==> config.mk <==
export PLATFORM = sky130hd
export DESIGN_NAME = ifetch_ctrl
export DESIGN_NICKNAME = d
export VERILOG_FILES = /design/src/rtl/ifetch_pkg.sv /design/src/rtl/ifetch_fifo.sv /design/src/rtl/ifetch_ctrl.sv
export SDC_FILE = /design/constraint.sdc
export NUM_CORES = 1
export LEC_CHECK = 0
export CORE_MARGIN = 5
export CORE_UTILIZATION = 25
export DETAILED_ROUTE_END_ITERATION = 12
export GPL_ROUTABILITY_DRIVEN = 0
export HOLD_SLACK_MARGIN = 0.02
export SLEW_MARGIN = 20
export SYNTH_ARGS = -nofsm -noshare
export SYNTH_HDL_FRONTEND = slang
export SYNTH_HIERARCHICAL = 1
export SYNTH_SLANG_ARGS = --single-unit
export TNS_END_PERCENT = 100
==> constraint.sdc <==
create_clock -name CLK -period 5.1 [get_ports CLK]
set_clock_uncertainty 0.05 [all_clocks]
set_input_delay 0.765 -clock CLK [delete_from_list [all_inputs] [get_ports CLK]]
set_output_delay 0.765 -clock CLK [all_outputs]
set_load 0.02 [all_outputs]
==> src/rtl/ifetch_pkg.sv <==
// ifetch_pkg: shared widths, halt word, state codes and FIFO entry layout for ifetch_ctrl.
package ifetch_pkg;
  localparam int ADDR_W = 8;
  localparam int INSTR_W = 16;
  localparam logic [INSTR_W-1:0] HALT_WORD = 16'h0000;
  typedef logic [1:0] state_t;
  localparam state_t ST_BOOT = 2'd0;
  localparam state_t ST_RUN = 2'd1;
  localparam state_t ST_HALTED = 2'd2;
  typedef struct packed {
    logic [INSTR_W-1:0] instr;
    logic [ADDR_W-1:0] pc;
  } fetch_t;
endpackage

==> src/rtl/ifetch_fifo.sv <==
// ifetch_fifo: prefetch FIFO of {instr, pc}; flush beats push/pop, head reads zero when empty.
module ifetch_fifo
  import ifetch_pkg::*;
#(
  parameter int DEPTH = 2
) (
  input  logic   clk,
  input  logic   rst,
  input  logic   push,
  input  logic   pop,
  input  logic   flush,
  input  fetch_t din,
  output logic   full,
  output logic   empty,
  output fetch_t head
);
  localparam int AW = $clog2(DEPTH);
  fetch_t mem [DEPTH];
  logic [AW:0] wr, rd;
  assign empty = wr == rd;
  assign full = (wr[AW] != rd[AW]) && (wr[AW-1:0] == rd[AW-1:0]);
  assign head = empty ? '0 : mem[rd[AW-1:0]];
  always_ff @(posedge clk or posedge rst) begin
    if (rst) begin
      wr <= '0;
      rd <= '0;
    end else if (flush) begin
      wr <= '0;
      rd <= '0;
    end else begin
      if (push) wr <= wr + 1'b1;
      if (pop) rd <= rd + 1'b1;
    end
  end
  always_ff @(posedge clk)
    if (push && !flush) mem[wr[AW-1:0]] <= din;
endmodule

==> src/rtl/ifetch_ctrl.sv <==
// ifetch_ctrl: fetch PC, prefetch buffering and redirect handling for the 16-bit lab core.
// Define IFETCH_HALT_EN to stop fetching at a HALT_WORD fetch.
module ifetch_ctrl
  import ifetch_pkg::*;
#(
  parameter int FIFO_DEPTH = 2,
  parameter logic [7:0] RESET_PC = 8'h00
) (
  input  logic        CLK,
  input  logic        RESET,
  output logic [7:0]  IMEM_ADDR,
  input  logic [15:0] IMEM_Q,
  output logic        INSTR_VALID,
  output logic [15:0] INSTR,
  output logic [7:0]  INSTR_PC,
  input  logic        INSTR_READY,
  input  logic        REDIRECT,
  input  logic [7:0]  REDIRECT_PC,
  output logic        HALTED
);
  state_t state;
  logic [7:0] fetch_pc;
  logic full, empty, pop, flush, eligible, is_halt, push;
  fetch_t head;
  assign pop = INSTR_VALID && INSTR_READY;
  assign flush = REDIRECT && state != ST_BOOT;
  // A full FIFO can still take a word when decode frees a slot in the same cycle.
  assign eligible = state == ST_RUN && !flush && (!full || pop);
`ifdef IFETCH_HALT_EN
  assign is_halt = IMEM_Q == HALT_WORD;
  assign HALTED = state == ST_HALTED;
`else
  assign is_halt = 1'b0;
  assign HALTED = 1'b0;
`endif
  assign push = eligible && !is_halt;
  assign IMEM_ADDR = fetch_pc;
  assign INSTR_VALID = !empty;
  assign INSTR = head.instr;
  assign INSTR_PC = head.pc;
  always_ff @(posedge CLK or posedge RESET) begin
    if (RESET) begin
      state <= ST_BOOT;
      fetch_pc <= {RESET_PC[7:1], 1'b0};
    end else if (state == ST_BOOT) begin
      state <= ST_RUN;
    end else if (flush) begin
      state <= ST_RUN;
      fetch_pc <= {REDIRECT_PC[7:1], 1'b0};
    end else begin
      if (push) fetch_pc <= fetch_pc + 8'd2;
      if (eligible && is_halt) state <= ST_HALTED;
    end
  end
  ifetch_fifo #(.DEPTH(FIFO_DEPTH)) u_fifo (
    .clk  (CLK),
    .rst  (RESET),
    .push (push),
    .pop  (pop),
    .flush(flush),
    .din  ({IMEM_Q, fetch_pc}),
    .full (full),
    .empty(empty),
    .head (head)
  );
endmodule
# Word-level counts from Yosys, hierarchy flattened

Memories as Yosys holds them, arrays and structs flattened.
Index checks and enable logic that the tools add are counted.

Reduce and logical (&&, ||, !) cells: 16
$add $sub $neg: 3
Bitwise operators: 1
Multiplexer cells: 11
Eq/ne operators: 4

Operator list:

| cell                  | count |
|---|---|
| $mux W24              | 1 |
| $mux W8               | 2 |
| $mux W2               | 6 |
| $add A8 B2 Y8 const B | 1 |
| $reduce_bool A2 Y1    | 4 |
| $logic_and A1 B1 Y1   | 6 |
| $add A2 B1 Y2 const B | 2 |
| $logic_not A1 Y1      | 3 |
| $eq A2 B1 Y1 const B  | 1 |
| $eq A2 B2 Y1          | 1 |
| $logic_not A2 Y1      | 1 |
| $mux W1               | 2 |
| $reduce_and A2 Y1     | 1 |
| $eq A1 B1 Y1          | 1 |
| $logic_or A1 B1 Y1    | 1 |
| $ne A1 B1 Y1          | 1 |
| $not A1 Y1            | 1 |

Bits in writable memories: 48
Register bits after elaboration: 14
Bits of input ports: 28
Output and inout bits: 34
Memories kept: 1
Logic and storage cells: 40

Memory list:

| memory     | depth | width | rd ports | clocked after memory_dff | wr ports | RTL line          | RTL |
|---|---|---|---|---|---|---|---|
| u_fifo.mem | 2     | 24    | 1        | 0                        | 1        | ifetch_fifo.sv:18 | `fetch_t mem [DEPTH];` |

# Logic depth before layout (Yosys ltp)

Word-level depth: 8
Gate-level depth with buffers: 8
Mapped depth without buffers: 7

# By module

Netlist, hierarchy kept.

Modules (own cells, without submodules):

| module      | cells each | area each (µm²) | instances | sequential area each (µm²) |
|---|---|---|---|---|
| ifetch_fifo | 124        | 2104.5          | 1         | 1541.5 |
| ifetch_ctrl | 54         | 489.2           | 1         | 200.2 |

# Worst setup path before layout

Ideal clock, no wire load.

Kind: reg-to-reg
Start: reg u_fifo.rd[0]
End: mem u_fifo/mem[0][0] (netlist name), enable pin
Clock period less this slack: 3.944 ns
Arrival time: 3.454 ns
Required time: 4.610 ns
Path slack: 1.156 ns
Cell stages (with the launch flop): 8
Cell sequence: dfrtp_1 buf_6 xnor2_2 and2_1 nand2b_4 a21boi_1 nor2b_1 nor3b_1

Longest elaborated chain between the ends: 8

RTL lines:

| item                          | RTL line          | RTL |
|---|---|---|
| start, declared               | ifetch_fifo.sv:19 | `logic [AW:0] wr, rd;` |
| start signal, assigned        | ifetch_fifo.sv:32 | `if (pop) rd <= rd + 1'b1;` |
| $eq A2 B2 Y1                  | ifetch_fifo.sv:20 | `assign empty = wr == rd;` |
| net empty                     | ifetch_ctrl.sv:23 | `logic full, empty, pop, flush, eligible, is_halt, push;` |
| $logic_not A1 Y1              | ifetch_ctrl.sv:38 | `assign INSTR_VALID = !empty;` |
| $logic_and A1 B1 Y1           | ifetch_ctrl.sv:25 | `assign pop = INSTR_VALID && INSTR_READY;` |
| $logic_or A1 B1 Y1            | ifetch_ctrl.sv:28 | `assign eligible = state == ST_RUN && !flush && (!full \|\| pop);` |
| $logic_and A1 B1 Y1           | ifetch_ctrl.sv:28 |  |
| net eligible                  | ifetch_ctrl.sv:23 |  |
| $logic_and A1 B1 Y1           | ifetch_fifo.sv:36 | `if (push && !flush) mem[wr[AW-1:0]] <= din;` |
| $mux W1                       | ifetch_fifo.sv:36 |  |
| $mux W1 (implied by the code) | ifetch_fifo.sv:36 |  |
| end, declared                 | ifetch_fifo.sv:18 |  |

The timed path passes the listed nets, and every way through them passes these cells.

# Worst setup path in the final report

Start: reg u_fifo.wr[0]
End: out INSTR_PC[3]

Longest elaborated chain between the ends: 2

RTL lines:

| item                   | RTL line          | RTL |
|---|---|---|
| start, declared        | ifetch_fifo.sv:19 |  |
| start signal, assigned | ifetch_fifo.sv:31 | `if (push) wr <= wr + 1'b1;` |
| $eq A2 B2 Y1           | ifetch_fifo.sv:20 |  |
| $mux W24               | ifetch_fifo.sv:22 | `assign head = empty ? '0 : mem[rd[AW-1:0]];` |
| end, declared          | ifetch_ctrl.sv:15 | `output logic [7:0] INSTR_PC,` |

No other way between the ends.

==> summary.md <==
| Metric | Value |
|---|---|
| Hold Path End | u_fifo/mem[0][7] |
| Type of the worst setup path | reg -> out |
| Mean post-synth cell area | 14.6 um2 |
| Vias | 1,589 |
| CTS hold repair buffers | 0 |
| Pwr Density | 671 nW/um2 |
| Worst-case reg-to-reg path depth | 6 |
| P_sw | 909 uW |
| Post-DP Area | 3310 um2 |
| CP Launch Type | flip-flop |
| Number of port buffers | 58 |
| Worst skew pair latency | 0.33 ns |
| DRT Wirelength | 5470 um |
| First-pass GRT wire length | 8670 um |
| Mapped Area | 2590 um2 |
| Avg WL per Cell | 14.2 um |
| Storage cell area | 1740 um2 |
| CTS tree | yes |
| Place WS | 1.87 ns |
| CTS clk-pin slew, worst paths | 0.07 ns |
| Reg-to-Reg Start | u_fifo/wr[1] |
| Initial antenna violation count | 0 |
| Row Count | 37 |
| Largest area contributor in the netlist | edfxtp_1 |
| Top-count cell post-synth | edfxtp_1 |
| Hold Vio Cnt, Final | 0 |
| Die Wd | 112 um |
| Post-CTS Setup Inserts | 0 |
| Post-layout min period | 3.11 ns |
| RSZ-0062 raised after global routing | no |
| DRT iter0 DRCs | 37 |
| Clk Tree Root Cell | clkbuf_8 |
| Total gr overflow | 0 |
| Largest cells by area after synthesis | edfxtp_1, dfrtp_1, mux2i_1 |
| Vias per inst | 4.12 |
| Gates resized, CTS repair | 0 |
| Die footprint | 12,500 um2 |
| H-tree levels | 3 |
| Clock power frac | 18.8% |
| Flop pwr share | 30.4% |
| # diodes | 0 |
| Die height | 112 um |
| Crit path DAT | 2.30 ns |
| Sw frac | 38.5% |
| Status | finished clean |
| Startpoint of the worst hold path | IMEM_ADDR[7] |
| Num ports | 62 |
| Dominant register cell in the synthesized netlist | edfxtp_1 |
| Synth async-reset ratio | 20.0% |
| LEAKAGE | 0.00125 uW |
| Core Area | 10,200 um2 |
| # Max-Cap Violations | 0 |
| Max Fanout on Critical Path | 17 |
| Placed cell count | 370 |
| Area of the multi-input gates | 761 um2 |
| Non-Filler Instances | 386 |
| Post-synth top area share | 55.6% |
| #FFs+latches synth | 60 |
| Kind of path behind the tightest hold check | reg -> reg |
| Required time of the critical path | 4.28 ns |
| Share of layout cells above drive strength 1 | 12.0% |
| FF-to-FF setup slack | 1.99 ns |
| Mapped Cells | 178 |
| Hpwl dp | 3690 um |
| Largest net degree at the start of global routing | 28 |
| CP Capture Type | primary output |
| Post-synth cell types | 29 |
| DRT Pass-1 Iters | 4 |
| Setup ws final | 1.99 ns |
| # fillers | 1,036 |
| RR Endpoint | u_fifo/mem[1][8] |
| Sink Count | 60 |
| Setup violations, final | 0 |
| Number of global-route vias before repair | 1,690 |
| Top cells by count, synth | edfxtp_1, a21oi_1, mux2i_1, dfrtp_1, nor2_1 |
| WHS | 0.488 ns |
| Internal Pwr Total | 1450 uW |
| Slew Limit Fails | 0 |
| Sequential share of the synthesized area | 67.1% |
| Setup TNS | 0 ns |
| Number of synthesized flops with an enable pin | 48 |
| Combinational Power Share | 50.8% |
| Design area | 3520 um2 |
| Total global-route track usage | 9.10% |
| Fmax | 321 MHz |
| IR drop worst, VDD | 0.242 mV |
| Final nets | 274 |
| Rel. slew slack | 57.5% |
| Synthesis-to-finish area growth | 35.7% |
| TritonCTS buffer count | 9 |
| Ys Warns | 6 |
| Initial Utilization | 25.4% |
| WHS Path Cells | 0 |
| Max clock buf depth | 2 |
| Final cycle utilization of the critical path | 61.1% |
| Antenna-violating nets left | 0 |
| Drt drc | 0 |
| Pin slew with the least headroom to its limit | 0.637 ns |
[critical path, cell delays in order, from the launching register on]
cell,delay [ns]
dfrtp_1,0.48
xnor2_2,0.47
buf_4,0.35
a21oi_1,0.12
clkdlybuf4s50_1,0.55
[cell usage in the layout, fill, tap and decap left out, types with 2 or more instances in the layout]
cell             count
buf_4                5
bufinv_16            2
xnor2_1              8
edfxtp_1            48
clkbuf_8             9
mux2i_1             25
nand3b_1             2
nor2_1               9
nand4_1              2
dfrtp_1             11
clkinv_1             3
nor2b_1              2
nand2_1              2
conb_1               5
inv_1                6
a21oi_2              2
xnor2_2              2
a21bo_2              2
clkinv_2             2
clkdlybuf4s50_1     58
a21oi_1             34
[power by group through the flow]
stage	logic, uW	clock network [uW]	registers, uW
detailed placement	1220	0	730
CTS	1230	456	721
global placement	1210	0	726
floorplan	712	0	737
global route	1290	481	732
finish	1200	444	718
[worst max-delay path by stage]
stage                       startpoint                 to  slack [ns]
after global routing      u_fifo/wr[1]   u_fifo/mem[1][8]        1.69
after detailed placement   INSTR_READY  u_fifo/mem[1][14]        1.87
after floorplan           u_fifo/rd[0]   u_fifo/mem[0][0]        1.16
after CTS                 u_fifo/wr[1]   u_fifo/mem[1][8]        1.92
final                     u_fifo/wr[0]        INSTR_PC[3]        1.99
after global placement     INSTR_READY   u_fifo/mem[1][8]        1.94
[routing by layer]
metal | up-vias | track usage [%] | wire [um]
met5 | - | 0 | 0
met4 | 0 | 4.14 | 82
met3 | 10 | 3.48 | 313
met2 | 42 | 15.1 | 2720
met1 | 757 | 10.3 | 2350
li1 | 780 | - | -
[cells by family after synthesis]
family	Yosys count	share of synthesized area (%)
adders and majority gates	1	0.482
xor gates and xnor gates	10	3.96
buffers and inverters	16	4.15
DFF	60	67.1
muxes	25	9.65
other	2	0.290
AOI/OAI and AO/OA	41	9.17
and+or+nand+nor	23	5.16
[registers in the layout (all words and copies together) (netlist names)]
name,cells
state,1
u_fifo/mem,48
u_fifo/wr,2
u_fifo/rd,2
IMEM_ADDR,7
[final cells by class]
type | instances | area share, %
inverter | 6 | 0.640
tap | 136 | 4.83
multi-input combinational | 105 | 21.6
clock inverter | 7 | 2.31
timing repair buffer | 63 | 17.6
clock buffer | 9 | 3.52
sequential | 60 | 49.5
[through the flow]
step	total power (uW)	utilization (%)
floorplan	1450	-
global placement	1940	32.4
detailed placement	1950	32.4
CTS	2400	34.4
global route	2500	34.4
finish	2360	34.4
No activity file was read; power rests on OpenSTA's default activity.
